===== src/rtl/pattern_gen_pkg.sv =====
// Shared types and constants for the test pattern generator: sequencer states,
// pattern codes and a small parameter helper.
package pattern_gen_pkg;

    typedef enum logic [2:0] {
        IDLE,
        SETUP,
        ACTIVE,
        HBLANK,
        HOLD,
        VBLANK
    } state_t;

    typedef logic [1:0] pat_code_t;

    localparam pat_code_t PAT_GRAY_BARS = 2'd0;
    localparam pat_code_t PAT_RAMP      = 2'd1;
    localparam pat_code_t PAT_CHECKER   = 2'd2;
    localparam pat_code_t PAT_SOLID     = 2'd3;

    function automatic int max_int(input int a, input int b);
        return (a > b) ? a : b;
    endfunction

endpackage


===== src/rtl/phase_counter.sv =====
// Loadable down-counter that times each sequencer phase; tc flags the last
// cycle of the loaded duration.
module phase_counter #(
    parameter int W = 4
) (
    input  logic         clk,
    input  logic         reset_n,
    input  logic         load,
    input  logic         en,
    input  logic [W-1:0] load_val,
    output logic         tc
);

    logic [W-1:0] count;

    // NOTE: sequential state uses non-blocking assignments so every register
    // samples pre-edge values regardless of process evaluation order.
    always_ff @(posedge clk or negedge reset_n) begin
        if (!reset_n) begin
            count <= '0;
        end else if (load) begin
            count <= load_val;
        end else if (en && (count != '0)) begin
            count <= count - W'(1);
        end
    end

    assign tc = (count == '0);

endmodule


===== src/rtl/pattern_timing_ctrl.sv =====
// Frame/line timing sequencer: generates frame/line envelopes, pixel coordinates
// and a per-frame latched pattern code; always finishes a started frame.
module pattern_timing_ctrl
    import pattern_gen_pkg::*;
#(
    parameter int H_ACTIVE = 640,
    parameter int H_BLANK  = 160,
    parameter int V_ACTIVE = 480,
    parameter int V_BLANK  = 45,
    parameter int FV_SETUP = 8,
    parameter int FV_HOLD  = 8,
    parameter int XW       = 12,
    parameter int YW       = 11
) (
    input  logic          clk,
    input  logic          reset_n,
    input  logic          enable,
    input  logic [1:0]    pat_sel_in,
    output logic [1:0]    pat_sel,
    output logic          frame_valid,
    output logic          line_valid,
    output logic [XW-1:0] pix_x,
    output logic [YW-1:0] pix_y,
    output logic          frame_start,
    output logic          frame_end,
    output logic [15:0]   frame_cnt,
    output logic          busy
);

    localparam int MAX_DUR = max_int(max_int(max_int(H_ACTIVE, H_BLANK), max_int(V_BLANK, FV_SETUP)),
                                     max_int(FV_HOLD, 1));
    localparam int CW      = (MAX_DUR > 1) ? $clog2(MAX_DUR) : 1;

    state_t        state, next_state;
    logic          tc;
    logic          cnt_load;
    logic [CW-1:0] cnt_load_val;

    logic          frame_valid_d, line_valid_d, frame_start_d, frame_end_d, busy_d;
    logic [XW-1:0] pix_x_d;
    logic [YW-1:0] pix_y_d;
    logic [15:0]   frame_cnt_d;
    logic [1:0]    pat_sel_d;

    // Counter holds duration-1, so tc is high on the final cycle of a phase.
    function automatic logic [CW-1:0] phase_len(input state_t s);
        case (s)
            SETUP:   return CW'(FV_SETUP - 1);
            ACTIVE:  return CW'(H_ACTIVE - 1);
            HBLANK:  return CW'(H_BLANK - 1);
            HOLD:    return CW'(FV_HOLD - 1);
            VBLANK:  return CW'(V_BLANK - 1);
            default: return '0;
        endcase
    endfunction

    phase_counter #(.W(CW)) u_phase_counter (
        .clk      (clk),
        .reset_n  (reset_n),
        .load     (cnt_load),
        .en       (state != IDLE),
        .load_val (cnt_load_val),
        .tc       (tc)
    );

    always_ff @(posedge clk or negedge reset_n) begin
        if (!reset_n) begin
            state <= IDLE;
        end else begin
            state <= next_state;
        end
    end

    // NOTE: every always_comb output gets a default first so no path can infer a latch.
    always_comb begin
        next_state = state;
        case (state)
            IDLE:    if (enable) next_state = SETUP;
            SETUP:   if (tc) next_state = ACTIVE;
            ACTIVE:  if (tc) next_state = (pix_y < YW'(V_ACTIVE - 1)) ? HBLANK : HOLD;
            HBLANK:  if (tc) next_state = ACTIVE;
            HOLD:    if (tc) next_state = VBLANK;
            VBLANK:  if (tc) next_state = enable ? SETUP : IDLE;
            default: next_state = IDLE;
        endcase
    end

    // Outputs are decoded from next_state and registered, so they align with
    // the state they describe.
    always_comb begin
        cnt_load      = (next_state != state);
        cnt_load_val  = phase_len(next_state);
        frame_valid_d = next_state inside {SETUP, ACTIVE, HBLANK, HOLD};
        line_valid_d  = (next_state == ACTIVE);
        pix_x_d       = '0;
        if ((next_state == ACTIVE) && (state == ACTIVE)) begin
            pix_x_d = pix_x + XW'(1);
        end
        pix_y_d = '0;
        if (frame_valid_d) begin
            pix_y_d = ((state == HBLANK) && (next_state == ACTIVE)) ? pix_y + YW'(1) : pix_y;
        end
        frame_start_d = (next_state == SETUP) && (state != SETUP);
        frame_end_d   = (state == HOLD) && (next_state == VBLANK);
        frame_cnt_d   = frame_end_d ? frame_cnt + 16'd1 : frame_cnt;
        pat_sel_d     = frame_start_d ? pat_sel_in : pat_sel;
        busy_d        = (next_state != IDLE);
    end

    always_ff @(posedge clk or negedge reset_n) begin
        if (!reset_n) begin
            frame_valid <= 1'b0;
            line_valid  <= 1'b0;
            pix_x       <= '0;
            pix_y       <= '0;
            frame_start <= 1'b0;
            frame_end   <= 1'b0;
            frame_cnt   <= '0;
            pat_sel     <= '0;
            busy        <= 1'b0;
        end else begin
            frame_valid <= frame_valid_d;
            line_valid  <= line_valid_d;
            pix_x       <= pix_x_d;
            pix_y       <= pix_y_d;
            frame_start <= frame_start_d;
            frame_end   <= frame_end_d;
            frame_cnt   <= frame_cnt_d;
            pat_sel     <= pat_sel_d;
            busy        <= busy_d;
        end
    end

endmodule


===== config.mk =====
export PLATFORM = sky130hd
export DESIGN_NAME = pattern_timing_ctrl
export DESIGN_NICKNAME = d
export VERILOG_FILES = /design/src/rtl/pattern_gen_pkg.sv /design/src/rtl/phase_counter.sv /design/src/rtl/pattern_timing_ctrl.sv
export SDC_FILE = /design/constraint.sdc
export NUM_CORES = 1
export LEC_CHECK = 0
export ABC_AREA = 1
export BUFFER_PORTS_ARGS = -buffer_cell sky130_fd_sc_hd__buf_2
export CAP_MARGIN = 10
export CORE_AREA = 2 2 77 79
export DETAILED_ROUTE_END_ITERATION = 12
export DIE_AREA = 0 0 79 81
export GPL_TIMING_DRIVEN = 0
export PLACE_DENSITY = 0.88
export SYNTH_ARGS = -nofsm -noshare
export SYNTH_HDL_FRONTEND = slang
export SYNTH_SLANG_ARGS = --single-unit

===== constraint.sdc =====
create_clock -name clk -period 3.2 [get_ports clk]
set_clock_uncertainty 0.2 [all_clocks]
set_input_delay 0.32 -clock clk [delete_from_list [all_inputs] [get_ports clk]]
set_output_delay 0.32 -clock clk [all_outputs]
set_load 0.01 [all_outputs]

* Word level (Yosys, flattened, before mapping)
Cells that the tools add are included.
** Operators by class
- Add/subtract/negate cells :: 4
- Order comparisons :: 1
- Eq/ne operators :: 13
- Multiplexer cells :: 14
- Reductions and logical operators :: 14
** Operators by type and width (number)
- one-hot mux 10 bit (4 select lines) :: 1
- two-way mux 11 bit :: 2
- two-way mux 10 bit :: 2
- two-way mux 3 bit :: 6
- adder 16 x 1 -> 16 bit, second input constant :: 1
- one-hot mux 3 bit (5 select lines) :: 1
- adder 12 x 1 -> 12 bit, second input constant :: 1
- equality test 3 x 2 -> 1 bit, second input constant :: 4
- equality test 3 bit, second input constant :: 4
- two-way mux 12 bit :: 1
- adder 11 x 1 -> 11 bit, second input constant :: 1
- < comparator 11 x 9 -> 1 bit, second input constant :: 1
- zero test 10 bit :: 1
- nonzero test 10 bit :: 1
- subtractor 10 x 1 -> 10 bit, second input constant :: 1
- equality test 3 x 1 -> 1 bit, second input constant :: 2
- nonzero test 3 bit :: 2
- logical AND 1 bit :: 5
- nonzero test 4 bit :: 1
- OR reduction 2 bit :: 2
- zero test 3 bit :: 1
- inequality test 3 x 1 -> 1 bit, second input constant :: 1
- inequality test 3 bit :: 1
- inequality test 2 x 1 -> 1 bit, second input constant :: 1
- other kinds (2) :: 2
** Storage, ports and cells
- Flip-flop bits (word level) :: 59
- Bits of input ports :: 5
- Output and inout port bits :: 46
- Logic and storage cells :: 57

* Longest topological paths before layout
Gate-level depths: netlist (run 1).
- Depth in word-level cells :: 8
- Gate-level depth with buffers :: 16
- Mapped depth without buffers :: 15

* Hierarchy
Synthesis (run 1) repeated with hierarchy kept, for this count alone.
** Second synthesis, totals
- Cells, all modules :: 422
- Area, all modules :: 3403.3 sq um
** Modules (own cells, without submodules)
- pattern_timing_ctrl :: instances 1, cells each 304, area an instance 2645.0 sq um, sequential area each 1226.2 sq um
- phase_counter :: instances 1, cells each 118, area an instance 758.2 sq um, sequential area each 250.2 sq um

* Worst setup path after synthesis (run 1)
Ideal clock, no wire load.
- Path type :: register to register
- Start point :: register u_phase_counter.count[0]
- End point :: register u_phase_counter.count[3]
- Setup time :: 0.113 ns
- Arrival time :: 1.877 ns
- Required time :: 2.887 ns
- Setup slack :: 1.010 ns
- Stages on the path, launching flop included :: 16
- Buffers on the path :: 0
- Clock period less this slack :: 2.190 ns
- Path through :: dfrtp_1 inv_1 ha_1 nand2_1 nor2_1 nand3_2 nand2_1 nand3_2 nor2_8 nand2_4 nand2_8 nand3_4 nor2_8 nand2_2 nand2_1 inv_1
** On the way
- Longest elaborated chain between the ends :: 7
- Elaborated cells on any way between the ends :: 20
- Those cells by class :: add/sub: 1; eq/ne: 6; mux: 8; reduce/logical: 5
** RTL lines
- from (decl) :: line phase_counter.sv:14 : logic [W-1:0] count;
- from (signal assigned) :: line phase_counter.sv:22 : count <= load_val;
- from (signal assigned) :: line phase_counter.sv:24 : count <= count - W'(1);
- zero test 10 bit (*) :: line phase_counter.sv:28 : assign tc = (count == '0);
- two-way mux 3 bit, on equally long branches
- one-hot mux 3 bit (5 select lines) (*) :: line pattern_timing_ctrl.sv:77 : case (state)
- named net next_state[0] :: line pattern_timing_ctrl.sv:34 : state_t state, next_state;
- equality test 3 x 1 -> 1 bit / equality test 3 bit (equally long branches) :: line pattern_timing_ctrl.sv:47 : case (s)
- OR reduction 2 bit (no line)
- one-hot mux 10 bit (4 select lines) :: line pattern_timing_ctrl.sv:47
- two-way mux 10 bit :: line phase_counter.sv:21 : end else if (load) begin
The timed path passes the listed nets; every way through them passes the cells marked *. The select of a mux whose other input is x is not followed.
A chain may end at the register's enable or synchronous reset.

* Final worst setup path (run 1)
- Start point :: register u_phase_counter.count[0]
- End point :: register u_phase_counter.count[4]
** On the way
- Longest elaborated chain between the ends :: 7
- Elaborated cells on any way between the ends :: 20
- Those cells by class :: add/sub: 1; eq/ne: 6; mux: 8; reduce/logical: 5
** RTL lines (line)
- zero test 10 bit :: phase_counter.sv:28
- two-way mux 3 bit, on equally long branches
- one-hot mux 3 bit (5 select lines) :: pattern_timing_ctrl.sv:77
- equality test 3 x 1 -> 1 bit / equality test 3 bit (equally long branches) :: pattern_timing_ctrl.sv:47
- OR reduction 2 bit (no line)
- one-hot mux 10 bit (4 select lines) :: pattern_timing_ctrl.sv:47
- two-way mux 10 bit :: phase_counter.sv:21
Parallel ways exist; a longest one is shown, timed or not. The select of a mux whose other input is x is not followed.

==> results of run 1 <==
routing by layer:
metal | wire, µm | up-vias
met2 | 3380 | 69
met4 | 97 | 0
met5 | 0 | -
met3 | 241 | 7
li1 | - | 1356
met1 | 3030 | 1307
flip-flops by register name, summed over array words and instances (netlist names):
signal / flops
frame_start: 1
pat_sel: 2
pix_x: 12
pix_y: 11
frame_end: 1
u_phase_counter.count: 10
line_valid: 1
frame_cnt: 16
busy: 1
state: 3
frame_valid: 1
area by class of cell:
class / instances / share of cell area
flip-flops and latches: 59 / 0.387
clock buffers: 12 / 0.0407
repair buffers: 53 / 0.0741
clock inverters: 4 / 0.0128
inverters: 45 / 0.0443
well taps: 75 / 0.0246
plain buffers: 3 / 0.00689
multi-input cells: 279 / 0.410
per-stage QoR:
step	instance area [µm²]	std cells	setup WS, ns
final	3810	530	0.722
after global routing	3810	530	0.448
after global placement	3580	511	0.785
after floorplan	3230	386	1.01
after detailed placement	3580	511	0.743
after CTS	3800	529	0.726
worst register-to-register path, cell delays in order, from the launching register on:
cell and delay [ns]:
dfrtp_1 0.35, inv_1 0.09, ha_1 0.27, nand2_1 0.09
nor2_1 0.05, nand3_2 0.10, inv_2 0.07, nand2_1 0.12
o21ai_1 0.08, nor2_2 0.38, nand4_1 0.34, nand3_1 0.17
nand2_1 0.06
synthesized netlist by cell type, drive strengths merged:
master,n,area share
nor4,1,0.0019
o21ai,5,0.0077
dfrtp,59,0.46
a21boi,1,0.0023
nor3b,5,0.016
inv,43,0.050
nand3b,2,0.0046
a31oi,1,0.0019
nand4,13,0.027
ha,4,0.015
xnor2,11,0.030
xor2,20,0.054
clkinv,2,0.0023
nand2,111,0.14
nor3,10,0.015
nand3,39,0.078
nor2,50,0.077
a21oi,6,0.0093
buf,3,0.0081
how the worst max path moves through the flow:
stage	from	endpoint	slack, ns	cells after the start
2_1_floorplan	u_phase_counter.count[0]	u_phase_counter.count[3]	1.01	15
3_3_place_gp	u_phase_counter.count[0]	u_phase_counter.count[3]	0.79	15
3_5_place_dp	u_phase_counter.count[0]	u_phase_counter.count[3]	0.74	15
4_1_cts	u_phase_counter.count[0]	u_phase_counter.count[3]	0.73	15
5_1_grt	u_phase_counter.count[0]	pix_y[6]	0.45	14
6_report	u_phase_counter.count[0]	u_phase_counter.count[4]	0.72	12
power by group through the flow:
stage	logic (W)	registers [W]	clock network [W]
after floorplan	0.000000234	0.000760	0
after global placement	0.0000170	0.000760	0
after detailed placement	0.0000173	0.000760	0
after CTS	0.0000191	0.000746	0.000709
after global routing	0.0000229	0.000745	0.000739
final	0.0000191	0.000746	0.000695
cell families (layout without fill, tap and decap cells):
logic type	after synthesis	count (layout)	synth area share
AO/OA/AOI/OAI	13	13	0.0213
XOR/XNOR	31	31	0.0839
adder cells (fa/ha/maj)	4	4	0.0155
buffers and inverters	48	117	0.0603
flip-flops	59	59	0.456
AND/OR/NAND/NOR	231	231	0.362
==> flow_summary.ini, run 1 <==
[grt]
grt.total_usage = 0.228
grt_pass1_vias = 2592
grtUsageMet3 = 0.0589
met2_usage = 0.387
antenna_found_initial = 0
grtUsageMet1 = 0.282
overflow = 0
gr-max-usage-layer = met2
grt_max_degree = 60
grt_pass1_wl_um = 11500

[setup_path]
worstPathMaxFanout = 9
critPathKind = reg -> reg
reg2reg_slack_ns = 0.72
reg2reg_from = u_phase_counter.count[0]
startpoint_type = register
crit_chain = inv_1, ha_1, nand2_1, nor2_1, nand3_2, inv_2, nand2_1, o21ai_1, nor2_2, nand4_1, nand3_1, nand2_1
r2r_end = u_phase_counter.count[4]
end_kind = register
crit_family = simple AND/OR/NAND/NOR gates
r2r_cells = 12
cp.arrival_ns = 2.49
cpMostUsedCell = nand2_1
critPathMaxStageDelay_ns = 0.38
worstPathRequired_ns = 3.22
critPathBufInv = 2
critical_path.slowest_cell = nor2_2

[power_and_ir_drop]
vdd_drop_max_mv = 0.323
p_leak_nw = 2.00
p_int_w = 0.00115
pwr-share-comb = 0.013
powerDensity_nw_per_um2 = 383
sw_frac_of_total = 0.211
power_frac_seq = 0.511
design_power_total_w = 0.00146
p_sw_w = 0.000308
clkPwrFrac = 0.476

[finish]
syn_to_final_growth_pct = 17.9
layout_commonest_cell = nand2_1
utilization = 0.672
final_cell_mix = nand2_1, dfrtp_1, buf_2
fill_cells = 470
multi_input_area_um2 = 1560
antennaDiodeCount = 0
post_route_cells_drive_above_1_share = 0.229
seqCellArea_um2 = 1480
finalNetCount = 459

[placed_design]
io_buffers = 50
dp_hpwl_um = 4780
gp_congestion = 0.885

[routing]
drc = 0
num_vias = 2739
drt-total-wl_um = 6750
viasPerCell = 5.17
dr.pass1.iters = 4
drtIter0Drc = 202
ant_nets = 0
wl_per_cell_um = 12.7

[worst_hold_path]
min_delay_path_depth = 5
hold_class = in -> reg
hold_path_startpoint = enable
min_to = state[0]

[clock_network]
cts_tree = done
cts_hold_buf = 2
cts_root_buffer = clkbuf_8
cts_buffers = 9
post_cts_buffers = 0
clk_pin_slew_ns = 0.07
htreeDepth = 3
cts_sinks = 59
cts_resized = 0
cts_max_path_buffers = 2
clk_latency_ns = 0.34

[sta]
max_clock_freq_mhz = 403
period_share = 0.774
worst_pin_slew_ns = 0.711
holdWs_ns = 0.256
slew_headroom = 0.526
min_period_ns = 2.48
setup_tns_ns = 0
drv_slew = 0
hold_viol_final = 0
rsz0062_at_grt = false
setup_violations = 0

[die]
dieArea_um2 = 6400
core_area_um2 = 5680
start_util = 0.570
rows = 28
pin_count = 51
die_w_um = 79
die_h_um = 81

[yosys]
synthesis.area_um2 = 3230
synth_warnings = 0
synth_cells = 386
syn_avg_cell_area_um2 = 8.38
synthesis.nets = 395
ys_seq_area_frac = 0.456
ys_types = 32
yosys_register_bits = 59

[status]
status = complete, no violations

[job]
cap_violations = 0
Note: power is estimated with default switching activity, not from simulation.
==> run 2: changes to the inputs <==
- CORE_AREA: 2 2 77 79 -> 2 2 79 81
- DIE_AREA: 0 0 79 81 -> 0 0 81 83
- PLACE_DENSITY: 0.88 -> 0.84
- clock period: 3.2 -> 2.6 ns (I/O delays scaled with it)
==> run 2 against run 1 <==
Effect of this change: non-clock buffer count rose by 1; combinational power rose by 41%; critical path depth rose by 1; sequential power rose by 23%; power rose by 17%; critical endpoint is now u_phase_counter.count[7]; highest routed layer unchanged.
==> flow_summary.ini, run 2 (synthesis gave the netlist of run 1 again) <==
[placed_design]
gp_congestion = 0.878
io_buffers = 50
dp_hpwl_um = 4840

[clock_network]
cts_buffers = 9
cts_sinks = 59
cts_tree = done
post_cts_buffers = 0
cts_max_path_buffers = 2
clk_pin_slew_ns = 0.07
cts_root_buffer = clkbuf_8
htreeDepth = 3
clk_latency_ns = 0.34

[routing]
ant_nets = 0
wl_per_cell_um = 12.7
drt-total-wl_um = 6740
viasPerCell = 5.20
drtIter0Drc = 148
drc = 0
dr.pass1.iters = 5
num_vias = 2758

[setup_path]
crit_chain = inv_2, ha_4, nand2_1, nor2_1, nand3_2, inv_2, nand2_2, nand3_2, nand3_2, nand3_4, nand2_1, nand3_1, nand2_1
critical_path.slowest_cell = dfrtp_1
crit_start = u_phase_counter.count[0]
critPathMaxStageDelay_ns = 0.39
end_kind = register
cp.arrival_ns = 2.45
reg2reg_from = u_phase_counter.count[0]
startpoint_type = register
worstPathMaxFanout = 10
critPathKind = reg -> reg
worstPathRequired_ns = 2.63

[power_and_ir_drop]
p_sw_w = 0.000371
vdd_drop_max_mv = 0.262
pwr-share-comb = 0.016
design_power_total_w = 0.00171
clkPwrFrac = 0.448
p_int_w = 0.00134
p_leak_nw = 2.00
sw_frac_of_total = 0.217
powerDensity_nw_per_um2 = 448
power_frac_seq = 0.536

[status]
status = complete, no violations

[finish]
syn_to_final_growth_pct = 18.3
layout_commonest_cell = nand2_1
antennaDiodeCount = 0
post_route_cells_drive_above_1_share = 0.233
finalNetCount = 460
final_cell_mix = nand2_1, dfrtp_1, buf_2
reg_top3 = frame_cnt: 16 flops, pix_x: 12 flops, pix_y: 11 flops
top_register = frame_cnt
fill_cells = 475
largest_reg_flops = 16

[die]
core_area_um2 = 5820
pin_count = 51
rows = 28
die_w_um = 81
start_util = 0.556
die_h_um = 83
dieArea_um2 = 6720

[grt]
grt_pass1_vias = 2734
grt.total_usage = 0.218
antenna_found_initial = 0
grt_pass1_wl_um = 11700
overflow = 0
grt_max_degree = 33

[sta]
worst_pin_slew_ns = 0.731
max_clock_freq_mhz = 413
slew_headroom = 0.513
min_period_ns = 2.42
setup_violations = 0
period_share = 0.930
rsz0062_at_grt = false
hold_viol_final = 0
drv_slew = 0
setup_tns_ns = 0
holdWs_ns = 0.201

[worst_hold_path]
hold_path_startpoint = enable
hold_class = in -> reg

[job]
cap_violations = 0
## run 2: power groups by stage
stage	clock network (W)	registers, W	logic (W)
finish	0.000768	0.000918	0.0000270
global placement	0	0.000935	0.0000211
global route	0.000828	0.000917	0.0000319
detailed placement	0	0.000935	0.0000251
floorplan	0	0.000935	0.000000288
CTS	0.000780	0.000918	0.0000286
## run 2: area by class of cell
| class | count | area, µm² | share of cell area |
|---|---|---|---|
| Clock inverter | 2 | 10.0 | 0.00262 |
| Sequential cell | 59 | 1480 | 0.386 |
| Tap cell | 75 | 93.8 | 0.0245 |
| Clock buffer | 13 | 169 | 0.0442 |
| Multi-Input combinational cell | 279 | 1580 | 0.413 |
| Buffer | 3 | 26.3 | 0.00687 |
| Timing Repair Buffer | 54 | 300 | 0.0785 |
| Inverter | 45 | 169 | 0.0442 |
## run 2: worst paths after layout
check / to / slack, ns / cells past startpoint
setup / recovery: u_phase_counter.count[7] / 0.18 / 13
hold / removal: state[0] / 0.20 / 5
setup reg to reg: u_phase_counter.count[7] / 0.18 / 13
hold reg to reg: frame_cnt[15] / 0.27 / 1
max in group asynchronous: u_phase_counter.count[6] / 1.29 / 3
min in group asynchronous: pix_x[8] / 0.32 / 2
## run 2: timing repair
item | 4_1_cts | 5_1_grt
hold buffers | 3 | 0
endpoints found under the setup margin | 0 | 19
gates resized for setup | 0 | 4
endpoints found under the hold margin | 33 | 0
## run 2: through the flow
stage                     setup WS [ns]  cells  instance area, µm²  utilization
after floorplan                   0.410    386                3230            -
after global placement            0.167    511                3580        0.615
after detailed placement         0.0907    512                3600        0.619
after CTS                        0.0810    530                3810        0.655
after global routing             0.0277    530                3820        0.658
final                             0.181    530                3820        0.658
## run 2: worst max-delay path: cells and delay by family, from the launching register on
kind                       cells  cell delay (ns)
and+or+nand+nor               10             1.33
DFF                            1             0.39
buffers and inverters          2             0.24
adders and majority gates      1             0.17
## run 2: metal layers
metal | GRT usage | share of wire | wire length (µm) | vias to the layer above
met5 | 0 | 0 | 0 | -
met4 | 0.0801 | 0.015 | 100 | 0
met3 | 0.0576 | 0.058 | 394 | 13
met2 | 0.344 | 0.49 | 3320 | 92
met1 | 0.286 | 0.43 | 2920 | 1296
li1 | - | - | - | 1357
